--- src/rtl/matrix_row_scanner_pkg.sv ---
// Shared types and default geometry for the LED matrix row scanner.
package matrix_row_scanner_pkg;

  typedef enum logic [1:0] {
    IDLE  = 2'd0,
    BLANK = 2'd1,
    DRIVE = 2'd2
  } scan_state_t;

  localparam int DEF_ROWS         = 8;
  localparam int DEF_COLS         = 8;
  localparam int DEF_BLANK_CYCLES = 16;

endpackage

--- src/rtl/matrix_row_scanner_if.sv ---
// Host-side bus of the row scanner: back-buffer write port, swap request and matrix drive outputs.
interface matrix_row_scanner_if
  import matrix_row_scanner_pkg::*;
#(
  parameter int ROWS = DEF_ROWS,
  parameter int COLS = DEF_COLS
);
  localparam int RW = $clog2(ROWS);

  logic            wr_en;
  logic [RW-1:0]   wr_row;
  logic [COLS-1:0] wr_data;
  logic            swap_req;
  logic [ROWS-1:0] row_sel;
  logic [COLS-1:0] col_data;
  logic            frame_start;
  logic            swap_done;

  modport master (
    output wr_en, wr_row, wr_data, swap_req,
    input  row_sel, col_data, frame_start, swap_done
  );

  modport slave (
    input  wr_en, wr_row, wr_data, swap_req,
    output row_sel, col_data, frame_start, swap_done
  );

endinterface

--- src/rtl/matrix_row_scanner_rise_detect.sv ---
// Rising-edge detector for the scan clock; the output is high for one clk cycle per rising edge.
module rise_detect (
  input  logic clk,
  input  logic rst,
  input  logic d,
  output logic rise
);

  logic prev;

  always_ff @(posedge clk or posedge rst) begin
    if (rst) prev <= 1'b0;
    else     prev <= d;
  end

  assign rise = d & ~prev;

endmodule

--- src/rtl/matrix_row_scanner.sv ---
// Row-multiplexing driver for an LED matrix with a double-buffered frame and blanking between rows.
// state | meaning
// IDLE  | waiting for the first scan tick after reset
// BLANK | all outputs dark for BLANK_CYCLES; row index advances on the last cycle
// DRIVE | current row driven from the front buffer until the next tick
module matrix_row_scanner
  import matrix_row_scanner_pkg::*;
#(
  parameter int ROWS         = DEF_ROWS,
  parameter int COLS         = DEF_COLS,
  parameter int BLANK_CYCLES = DEF_BLANK_CYCLES
) (
  input logic                 clk,
  input logic                 rst,
  input logic                 scan_clk,
  matrix_row_scanner_if.slave bus
);

  localparam int RW = $clog2(ROWS);
  localparam int CW = $clog2(BLANK_CYCLES + 1);
  localparam logic [CW-1:0] CNT_LOAD = CW'(BLANK_CYCLES - 1);
  localparam logic [RW-1:0] ROW_LAST = RW'(ROWS - 1);
  localparam logic [RW:0]   ROWS_W   = (RW + 1)'(ROWS);

  scan_state_t     state_q, state_d;
  logic [CW-1:0]   cnt_q, cnt_d;
  logic [RW-1:0]   row_q, row_d;
  logic            front_q, front_d;
  logic            pend_q, pend_d;
  logic            do_swap;
  logic            tick;
  logic            wr_ok;
  logic            drive_d;
  logic            frame_start_d;
  logic [ROWS-1:0] row_sel_d;
  logic [COLS-1:0] col_src;
  logic [COLS-1:0] col_data_d;
  logic [COLS-1:0] fb [2][ROWS];

  rise_detect u_rise (
    .clk  (clk),
    .rst  (rst),
    .d    (scan_clk),
    .rise (tick)
  );

  assign wr_ok = bus.wr_en && ({1'b0, bus.wr_row} < ROWS_W);

  always_comb begin
    state_d = state_q;
    cnt_d   = cnt_q;
    row_d   = row_q;
    front_d = front_q;
    do_swap = 1'b0;
    case (state_q)
      IDLE: begin
        if (tick) begin
          state_d = BLANK;
          cnt_d   = CNT_LOAD;
        end
      end
      BLANK: begin
        // Ticks during blanking are dropped on purpose: no re-arm, no queue.
        if (cnt_q == '0) begin
          state_d = DRIVE;
          if (row_q == ROW_LAST) begin
            row_d = '0;
            if (pend_q) begin
              do_swap = 1'b1;
              front_d = ~front_q;
            end
          end else begin
            row_d = row_q + 1'b1;
          end
        end else begin
          cnt_d = cnt_q - 1'b1;
        end
      end
      DRIVE: begin
        if (tick) begin
          state_d = BLANK;
          cnt_d   = CNT_LOAD;
        end
      end
      default: state_d = IDLE;
    endcase

    // A request seen in the swap cycle survives the clear and waits for the next frame.
    pend_d = (pend_q & ~do_swap) | bus.swap_req;
  end

  always_comb begin
    drive_d = (state_d == DRIVE);
    col_src = fb[front_d][row_d];
    // A write landing in the buffer that becomes front at this edge must be seen immediately.
    if (wr_ok && (bus.wr_row == row_d) && ((~front_q) == front_d))
      col_src = bus.wr_data;
    row_sel_d     = drive_d ? (ROWS'(1) << row_d) : '0;
    col_data_d    = drive_d ? col_src : '0;
    frame_start_d = (state_q == BLANK) && drive_d && (row_d == '0);
  end

  always_ff @(posedge clk or posedge rst) begin
    if (rst) begin
      state_q         <= IDLE;
      cnt_q           <= '0;
      row_q           <= ROW_LAST;
      front_q         <= 1'b0;
      pend_q          <= 1'b0;
      bus.row_sel     <= '0;
      bus.col_data    <= '0;
      bus.frame_start <= 1'b0;
      bus.swap_done   <= 1'b0;
      for (int b = 0; b < 2; b++)
        for (int r = 0; r < ROWS; r++)
          fb[b][r] <= '0;
    end else begin
      state_q         <= state_d;
      cnt_q           <= cnt_d;
      row_q           <= row_d;
      front_q         <= front_d;
      pend_q          <= pend_d;
      bus.row_sel     <= row_sel_d;
      bus.col_data    <= col_data_d;
      bus.frame_start <= frame_start_d;
      bus.swap_done   <= do_swap;
      if (wr_ok)
        fb[~front_q][bus.wr_row] <= bus.wr_data;
    end
  end

endmodule

--- src/flat_wrapper.sv ---
// flat-port wrapper written by rule: the top's interface ports become plain ports
module matrix_row_scanner_flat import matrix_row_scanner_pkg::*;
#(
  parameter int ROWS         = DEF_ROWS,
  parameter int COLS         = DEF_COLS,
  parameter int BLANK_CYCLES = DEF_BLANK_CYCLES
)
  (clk, rst, scan_clk, bus_wr_en, bus_wr_row, bus_wr_data, bus_swap_req, bus_row_sel, bus_col_data, bus_frame_start, bus_swap_done);
  matrix_row_scanner_if #(.ROWS(ROWS), .COLS(COLS)) bus_i ();
  input logic clk;
  input logic rst;
  input logic scan_clk;
  input wire logic [$bits(bus_i.wr_en)-1:0] bus_wr_en;
  input wire logic [$bits(bus_i.wr_row)-1:0] bus_wr_row;
  input wire logic [$bits(bus_i.wr_data)-1:0] bus_wr_data;
  input wire logic [$bits(bus_i.swap_req)-1:0] bus_swap_req;
  output wire logic [$bits(bus_i.row_sel)-1:0] bus_row_sel;
  output wire logic [$bits(bus_i.col_data)-1:0] bus_col_data;
  output wire logic [$bits(bus_i.frame_start)-1:0] bus_frame_start;
  output wire logic [$bits(bus_i.swap_done)-1:0] bus_swap_done;
  assign bus_i.wr_en = bus_wr_en;
  assign bus_i.wr_row = bus_wr_row;
  assign bus_i.wr_data = bus_wr_data;
  assign bus_i.swap_req = bus_swap_req;
  assign bus_row_sel = bus_i.row_sel;
  assign bus_col_data = bus_i.col_data;
  assign bus_frame_start = bus_i.frame_start;
  assign bus_swap_done = bus_i.swap_done;
  matrix_row_scanner #(.ROWS(ROWS), .COLS(COLS), .BLANK_CYCLES(BLANK_CYCLES)) u_core (.clk(clk), .rst(rst), .scan_clk(scan_clk), .bus(bus_i));
endmodule
--- config.mk ---
export PLATFORM = sky130hd
export DESIGN_NAME = matrix_row_scanner_flat
export DESIGN_NICKNAME = d
export VERILOG_FILES = /design/src/rtl/matrix_row_scanner_pkg.sv /design/src/rtl/matrix_row_scanner_if.sv /design/src/rtl/matrix_row_scanner_rise_detect.sv /design/src/rtl/matrix_row_scanner.sv /design/src/flat_wrapper.sv
export SDC_FILE = /design/constraint.sdc
export NUM_CORES = 1
export LEC_CHECK = 0
export ABC_CLOCK_PERIOD_IN_PS = 6700
export CAP_MARGIN = 30
export CORE_ASPECT_RATIO = 2
export CORE_MARGIN = 2
export CORE_UTILIZATION = 45
export DETAILED_ROUTE_END_ITERATION = 6
export GPL_TIMING_DRIVEN = 0
export PLACE_DENSITY = 0.71
export SETUP_SLACK_MARGIN = 0.05
export SYNTH_ARGS = -nofsm -noshare
export SYNTH_HDL_FRONTEND = slang
export SYNTH_SLANG_ARGS = --single-unit
--- constraint.sdc ---
create_clock -name clk -period 6.7 [get_ports clk]
set_clock_uncertainty 0.1 [all_clocks]
set_input_delay 1.34 -clock clk [delete_from_list [all_inputs] [get_ports clk]]
set_output_delay 1.34 -clock clk [all_outputs]
set_load 0.05 [all_outputs]
After elaboration in Yosys (flattened, before gate mapping)

Cells that the tools add are included.

Reductions and logical operators: 12
Shifts and indexed selects: 1
Add/sub/neg operators: 2
Magnitude comparators: 6
Multiplexer cells: 31
Bitwise logic cells: 10
Eq/ne operators: 8

Operator list:

| kind                                                                         | number |
|---|---|
| 64-bit 2-to-1 mux                                                            | 4 |
| 128-bit bitwise mux                                                          | 1 |
| 64-bit demux with 1-bit select                                               | 1 |
| 8-bit 2-to-1 mux                                                             | 6 |
| 8-bit binary-select mux with 3-bit select                                    | 1 |
| 8-bit demux with 3-bit select                                                | 1 |
| 5-bit 2-to-1 mux                                                             | 2 |
| 5-bit one-hot mux with 2 select lines                                        | 1 |
| 3-bit 2-to-1 mux                                                             | 3 |
| 4-bit greater-or-equal comparator, second input constant                     | 2 |
| 1-bit 2-to-1 mux                                                             | 8 |
| 3-bit NOT with 4-bit output                                                  | 2 |
| 1-bit by 3-bit << shifter with 8-bit output, first input constant            | 1 |
| 1-bit logical AND                                                            | 6 |
| 5-bit logical NOT                                                            | 1 |
| 5-bit by 1-bit subtractor with 5-bit output, second input constant           | 1 |
| 2-bit equality test, second input constant                                   | 2 |
| 2-bit greater-or-equal comparator, second input constant                     | 2 |
| 4-bit by 1-bit less-than comparator with 1-bit output, second input constant | 1 |
| 2-bit 2-to-1 mux                                                             | 2 |
| 1-bit NOT with 2-bit output                                                  | 2 |
| 2-bit one-hot mux with 2 select lines                                        | 1 |
| 3-bit by 1-bit adder with 3-bit output, second input constant                | 1 |
| 3-bit equality test                                                          | 1 |
| 14 further kinds                                                             | 17 |

Input port bits: 16
Bits in registers: 159
Output and inout port bits: 18
Word-level logic and storage cells: 96

Longest topological paths before layout

Word-level depth: 14
Mapped depth: 11
Gate-level depth less buffers: 10

By module

A second synthesis with hierarchy kept.

Cell total of the unflattened synthesis: 619
Area total of the unflattened synthesis: 7278.2 µm²

Modules (own cells, without submodules):

| module             | times used | cells an instance | area each (µm²) | seq. area each (µm²) |
|---|---|---|---|---|
| matrix_row_scanner | 1          | 616               | 7235.7          | 3957.5 |
| rise_detect        | 1          | 3                 | 42.5            | 25.0 |

Least setup slack after synthesis

No wires, ideal clock.

Path kind: input port to flip-flop
Start: input scan_clk
End: register u_core.cnt_q[4]
Data required time: 6481 ps
Stages: 6
Setup slack: 3926 ps
Library setup time: 119 ps
Buffers on the path: 0
Arrival time: 2555 ps
Path through: or3b_2 mux2i_1 nand2_1 nor3_1 xor2_1 and2_1

Longest elaborated chain between the ends: 3

Ends and longest elaborated chain:

| item                                                       | line                                 | RTL |
|---|---|---|
| start: declaration                                         | flat_wrapper.sv:12                   | `input logic scan_clk;` |
| 1-bit AND                                                  | matrix_row_scanner_rise_detect.sv:16 | `assign rise = d & ~prev;` |
| 2-bit by 1-bit inequality test with 1-bit output (no line) | --                                   |  |
| 3-bit AND reduction (no line)                              | --                                   |  |
| end signal: assignment                                     | matrix_row_scanner.sv:119            | `cnt_q <= cnt_d;` |
| end: declaration                                           | matrix_row_scanner.sv:26             | `logic [CW-1:0] cnt_q, cnt_d;` |

Every way passes these cells.
A chain may end at the register's enable or synchronous reset.

Final worst setup path

Start: register u_core.cnt_q[0]
End: register u_core.bus.col_data[7]

Longest elaborated chain between the ends: 12
Elaborated cells between the ends (all ways): 22
Those cells by class: 3 x eq/ne; 14 x mux; 2 x bitwise; 3 x reduce/logical

Ends and longest elaborated chain:

| item                                                 | line                        | RTL |
|---|---|---|
| 5-bit logical NOT *                                  | matrix_row_scanner.sv:64    | `if (cnt_q == '0) begin` |
| 1-bit 2-to-1 mux                                     | matrix_row_scanner.sv:64    |  |
| 1-bit 2-to-1 mux                                     | matrix_row_scanner.sv:55    | `case (state_q)` |
| 1-bit NOT with 2-bit output (implied by the code)    | matrix_row_scanner.sv:94    | `col_src = fb[front_d][row_d];` |
| 64-bit 2-to-1 mux (implied by the code) (3 in a row) | matrix_row_scanner.sv:94    |  |
| 8-bit binary-select mux with 3-bit select            | matrix_row_scanner.sv:94    |  |
| 8-bit 2-to-1 mux (implied by the code) (2 in a row)  | matrix_row_scanner.sv:94    |  |
| 8-bit 2-to-1 mux                                     | matrix_row_scanner.sv:96    | `if (wr_ok && (bus.wr_row == row_d) && ((~front_q) == front_d))` |
| 8-bit 2-to-1 mux *                                   | matrix_row_scanner.sv:99    | `col_data_d = drive_d ? col_src : '0;` |
| via u_core.col_data_d[7]                             | matrix_row_scanner.sv:37    | `logic [COLS-1:0] col_data_d;` |
| end signal: assignment                               | matrix_row_scanner.sv:124   | `bus.col_data <= col_data_d;` |
| end: declaration                                     | matrix_row_scanner_if.sv:26 | `output row_sel, col_data, frame_start, swap_done` |

The timed path passes the listed nets; every way through them passes the cells marked *. The select of a mux whose other input is x is not followed.

==> flow_metrics.py <==
metrics = {
    "run_status": {
        "outcome": "complete, but fails checks",
        "violations": "DRC",
    },
    "power": {
        "swShare": 0.338,
        "internal_power_mw": 1.94,
        "pwr-share-seq": 0.393,
        "pwr-share-comb": 0.258,
        "pwr-share-clk": 0.349,
        "cellPowerDensity_nw_per_um2": 316,
        "power_mw": 2.93,
        "netSwitchingPower_uw": 992,
        "vdd_drop_max_v": 0.000189,
        "leakagePower_nw": 3.97,
    },
    "routing": {
        "routed_wl_um": 23400,
        "vias_per_cell": 6.37,
        "firstDrtPassIters": 7,
        "drc_errors": 3,
        "routedWlPerCell_um": 23.5,
        "num_vias": 6334,
        "ant_nets": 0,
        "first_iter_violations": 836,
    },
    "clock_network": {
        "cts_tree": "built",
        "cts_setup_buffers": 0,
        "root_buffer": "clkbuf_16",
        "cts_resized": 0,
        "clock_path_buffers": 2,
        "htreeDepth": 4,
        "cts.sinks": 159,
        "path_clk_slew_ns": 0.07,
        "clk_latency_ns": 0.43,
        "postCtsHoldBufs": 0,
        "cts_buffers": 17,
    },
    "logic_synthesis": {
        "synth_edf_count": 0,
        "yosysWarnings": 0,
        "seq_area_frac_synth": 0.496,
        "synth_flop_cell": "dfrtp_1",
        "synth_nets": 735,
        "yosysTopAreaCellShare": 0.486,
        "syn_area_per_cell_um2": 11.2,
        "synth_area_um2": 8030,
        "yosys.area.top_type": "dfrtp_1",
        "synthCells": 715,
        "async_flop_share": 1.00,
        "yosys-top-cells-area": "dfrtp_1 (49%), mux2_2 (17%), o21ai_0 (2.4%), mux2i_1 (2.2%), nand2_1 (2.2%)",
        "ys_ff_latch": 159,
        "ys_types": 67,
    },
    "setup_path": {
        "path_class": "register to register",
        "cp_cell_sequence": "inv_1 > ha_1 > nor4b_4 > nand2_2 > o31ai_2 > buf_2 > a32oi_1 > a31oi_1 > nand2_1",
        "cp-end-kind": "register",
        "reg2reg_from": "u_core.cnt_q[0]",
        "cpPeakStageDelay_ns": 0.97,
        "regToRegSetupSlack_ns": 3.14,
        "crit_family": "compound AO/OA/AOI/OAI gates",
        "r2r-end": "u_core.bus.col_data[7]",
        "critPathMaxFanout": 10,
        "slowest_stage": "o31ai_2",
        "critPathArrivalTime_ns": 3.74,
        "reg2regPathDepth": 9,
        "start_kind": "register",
        "path_buf_inv": 2,
        "crit_required_ns": 6.89,
    },
    "timing": {
        "fmax_mhz": 281,
        "hold_viol": 0,
        "setup_viol": 0,
        "slew_headroom": 0.243,
        "finalCritPeriodShare": 0.531,
        "tightest_slew_ns": 1.13,
        "rsz0062_at_grt": "false",
        "final_max_slew_viol_count": 0,
        "period_needed_ns": 3.56,
        "fin_ws_ns": 3.14,
        "setup_tns_ns": 0,
    },
    "die": {
        "dieArea_um2": 19000,
        "num_rows": 69,
        "start_util": 0.456,
        "core-area_um2": 17600,
        "die_w_um": 98.5,
        "io_pins": 34,
        "fp.dieH_um": 193,
    },
    "flow_run": {
        "cap_violations": 0,
    },
    "place": {
        "port_buffers": 33,
        "dpl.hpwl_um": 16400,
        "dpl_worst_slack_ns": 2.88,
        "place_inst": 962,
        "routabilityCongestion": 0.899,
    },
    "hold_path": {
        "hp-class": "register to register",
        "hp-start": "u_core.fb[102]",
        "holdPathStages": 1,
        "whs_endpoint": "u_core.fb[102]",
    },
    "layout": {
        "areaGrowthSynthToFinish_pct": 15.6,
        "drive_above_1_share": 0.252,
        "insertedDiodeCount": 0,
        "instances_no_fill": 994,
        "nNetsFinal": 788,
        "fill_cells": 1571,
    },
    "global_route": {
        "grt_pass1_wl_um": 36500,
        "antenna_found_initial": 0,
        "grt_pass1_vias": 6424,
        "grt_overflow_total": 0,
        "grt_max_degree": 96,
        "grt_usage": 0.251,
    },
}
synthesized netlist by cell type, types with 4 or more instances:
| master | number |
|---|---|
| o31ai_1 | 7 |
| a32oi_1 | 7 |
| mux2i_1 | 18 |
| a21oi_1 | 24 |
| nand4_1 | 16 |
| buf_2 | 5 |
| a311oi_1 | 6 |
| and3_1 | 12 |
| a22oi_1 | 13 |
| nand3_1 | 25 |
| a21o_1 | 8 |
| a2111oi_2 | 5 |
| mux2_2 | 123 |
| nor3_1 | 4 |
| nand2_1 | 47 |
| o221a_2 | 7 |
| ha_1 | 4 |
| a31oi_1 | 9 |
| nand2b_1 | 9 |
| o21ai_0 | 39 |
| nor2b_1 | 5 |
| inv_1 | 14 |
| xnor2_1 | 4 |
| and2_1 | 5 |
| clkbuf_1 | 38 |
| dfrtp_1 | 156 |
| nor2_1 | 34 |
| o221ai_1 | 7 |
| o211ai_1 | 9 |
state kept, by name, indices dropped and copies added (netlist names):
register,cells
u_core.state_q,2
u_core.u_rise.prev,1
u_core.row_q,3
u_core.bus.frame_start,1
u_core.cnt_q,5
u_core.bus.row_sel,8
u_core.bus.col_data,8
u_core.fb,128
u_core.bus.swap_done,1
u_core.pend_q,1
u_core.front_q,1
power groups by stage:
stage	logic (mW)	registers [mW]	clock network (mW)
finish	0.755	1.15	1.02
global placement	0.717	1.16	0
global route	0.806	1.17	1.07
CTS	0.745	1.15	1.04
floorplan	0.516	1.15	0
detailed placement	0.741	1.17	0
per-layer routing:
layer	GRT usage	part of all wire
met1	0.317	0.41
met2	0.417	0.49
met3	0.0346	0.050
met4	0.138	0.056
met5	0	0
through the flow:
stage	hold slack (ns)	cell area, um^2	util
finish	0.406	9280	0.527
global route	0.419	9280	0.527
CTS	0.402	9280	0.527
detailed placement	0.387	8660	0.492
global placement	0.382	8630	0.490
floorplan	0.373	8030	-
cell type report:
| type | instances | area, um^2 | area share |
|---|---|---|---|
| clock inverters | 15 | 196 | 0.0212 |
| repair buffers | 34 | 358 | 0.0385 |
| plain buffers | 51 | 228 | 0.0245 |
| multi-input cells | 489 | 3760 | 0.405 |
| inverters | 16 | 65.1 | 0.00701 |
| clock buffers | 17 | 425 | 0.0458 |
| well taps | 213 | 267 | 0.0287 |
| flip-flops and latches | 159 | 3980 | 0.429 |
cells by family after synthesis:
| group | after synthesis | share of synthesized area |
|---|---|---|
| adder cells (fa/ha/maj) | 4 | 0.00623 |
| multiplexers | 141 | 0.195 |
| buffers and inverters | 67 | 0.0358 |
| flip-flops | 159 | 0.496 |
| AO/OA/AOI/OAI | 163 | 0.147 |
| XOR/XNOR | 6 | 0.00654 |
| AND/OR/NAND/NOR | 175 | 0.114 |
placed cells by master, fill, tap and decap left out, types with 5 or more instances in the layout:
master,instances
dfrtp_1,156
mux2_2,123
nand2_1,47
o21ai_0,39
clkbuf_1,38
nor2_1,34
clkdlybuf4s50_1,33
nand3_1,25
a21oi_1,24
mux2i_1,18
clkbuf_16,17
nand4_1,16
inv_1,13
a22oi_1,13
and3_1,12
a31oi_1,9
nand2b_1,9
o211ai_1,9
a21o_1,8
a32oi_1,7
o221a_2,7
o221ai_1,7
o31ai_1,7
a311oi_1,6
nor2b_1,5
buf_2,5
and2_1,5
a2111oi_2,5
inv_6,5
how the worst max path moves through the flow:
stage               slack, ns  depth (start not counted)                     end       startpoint
floorplan                0.97                          1  u_core.bus.col_data[0]              rst
global placement        -1.13                          2            u_core.fb[1]              rst
detailed placement       2.88                          7  u_core.bus.col_data[3]    bus_wr_row[1]
CTS                      3.28                          9  u_core.bus.col_data[2]  u_core.cnt_q[0]
global route             2.98                         11  u_core.bus.col_data[1]  u_core.row_q[1]
finish                   3.14                          9  u_core.bus.col_data[7]  u_core.cnt_q[0]
Power figures use the tool's default switching activity.
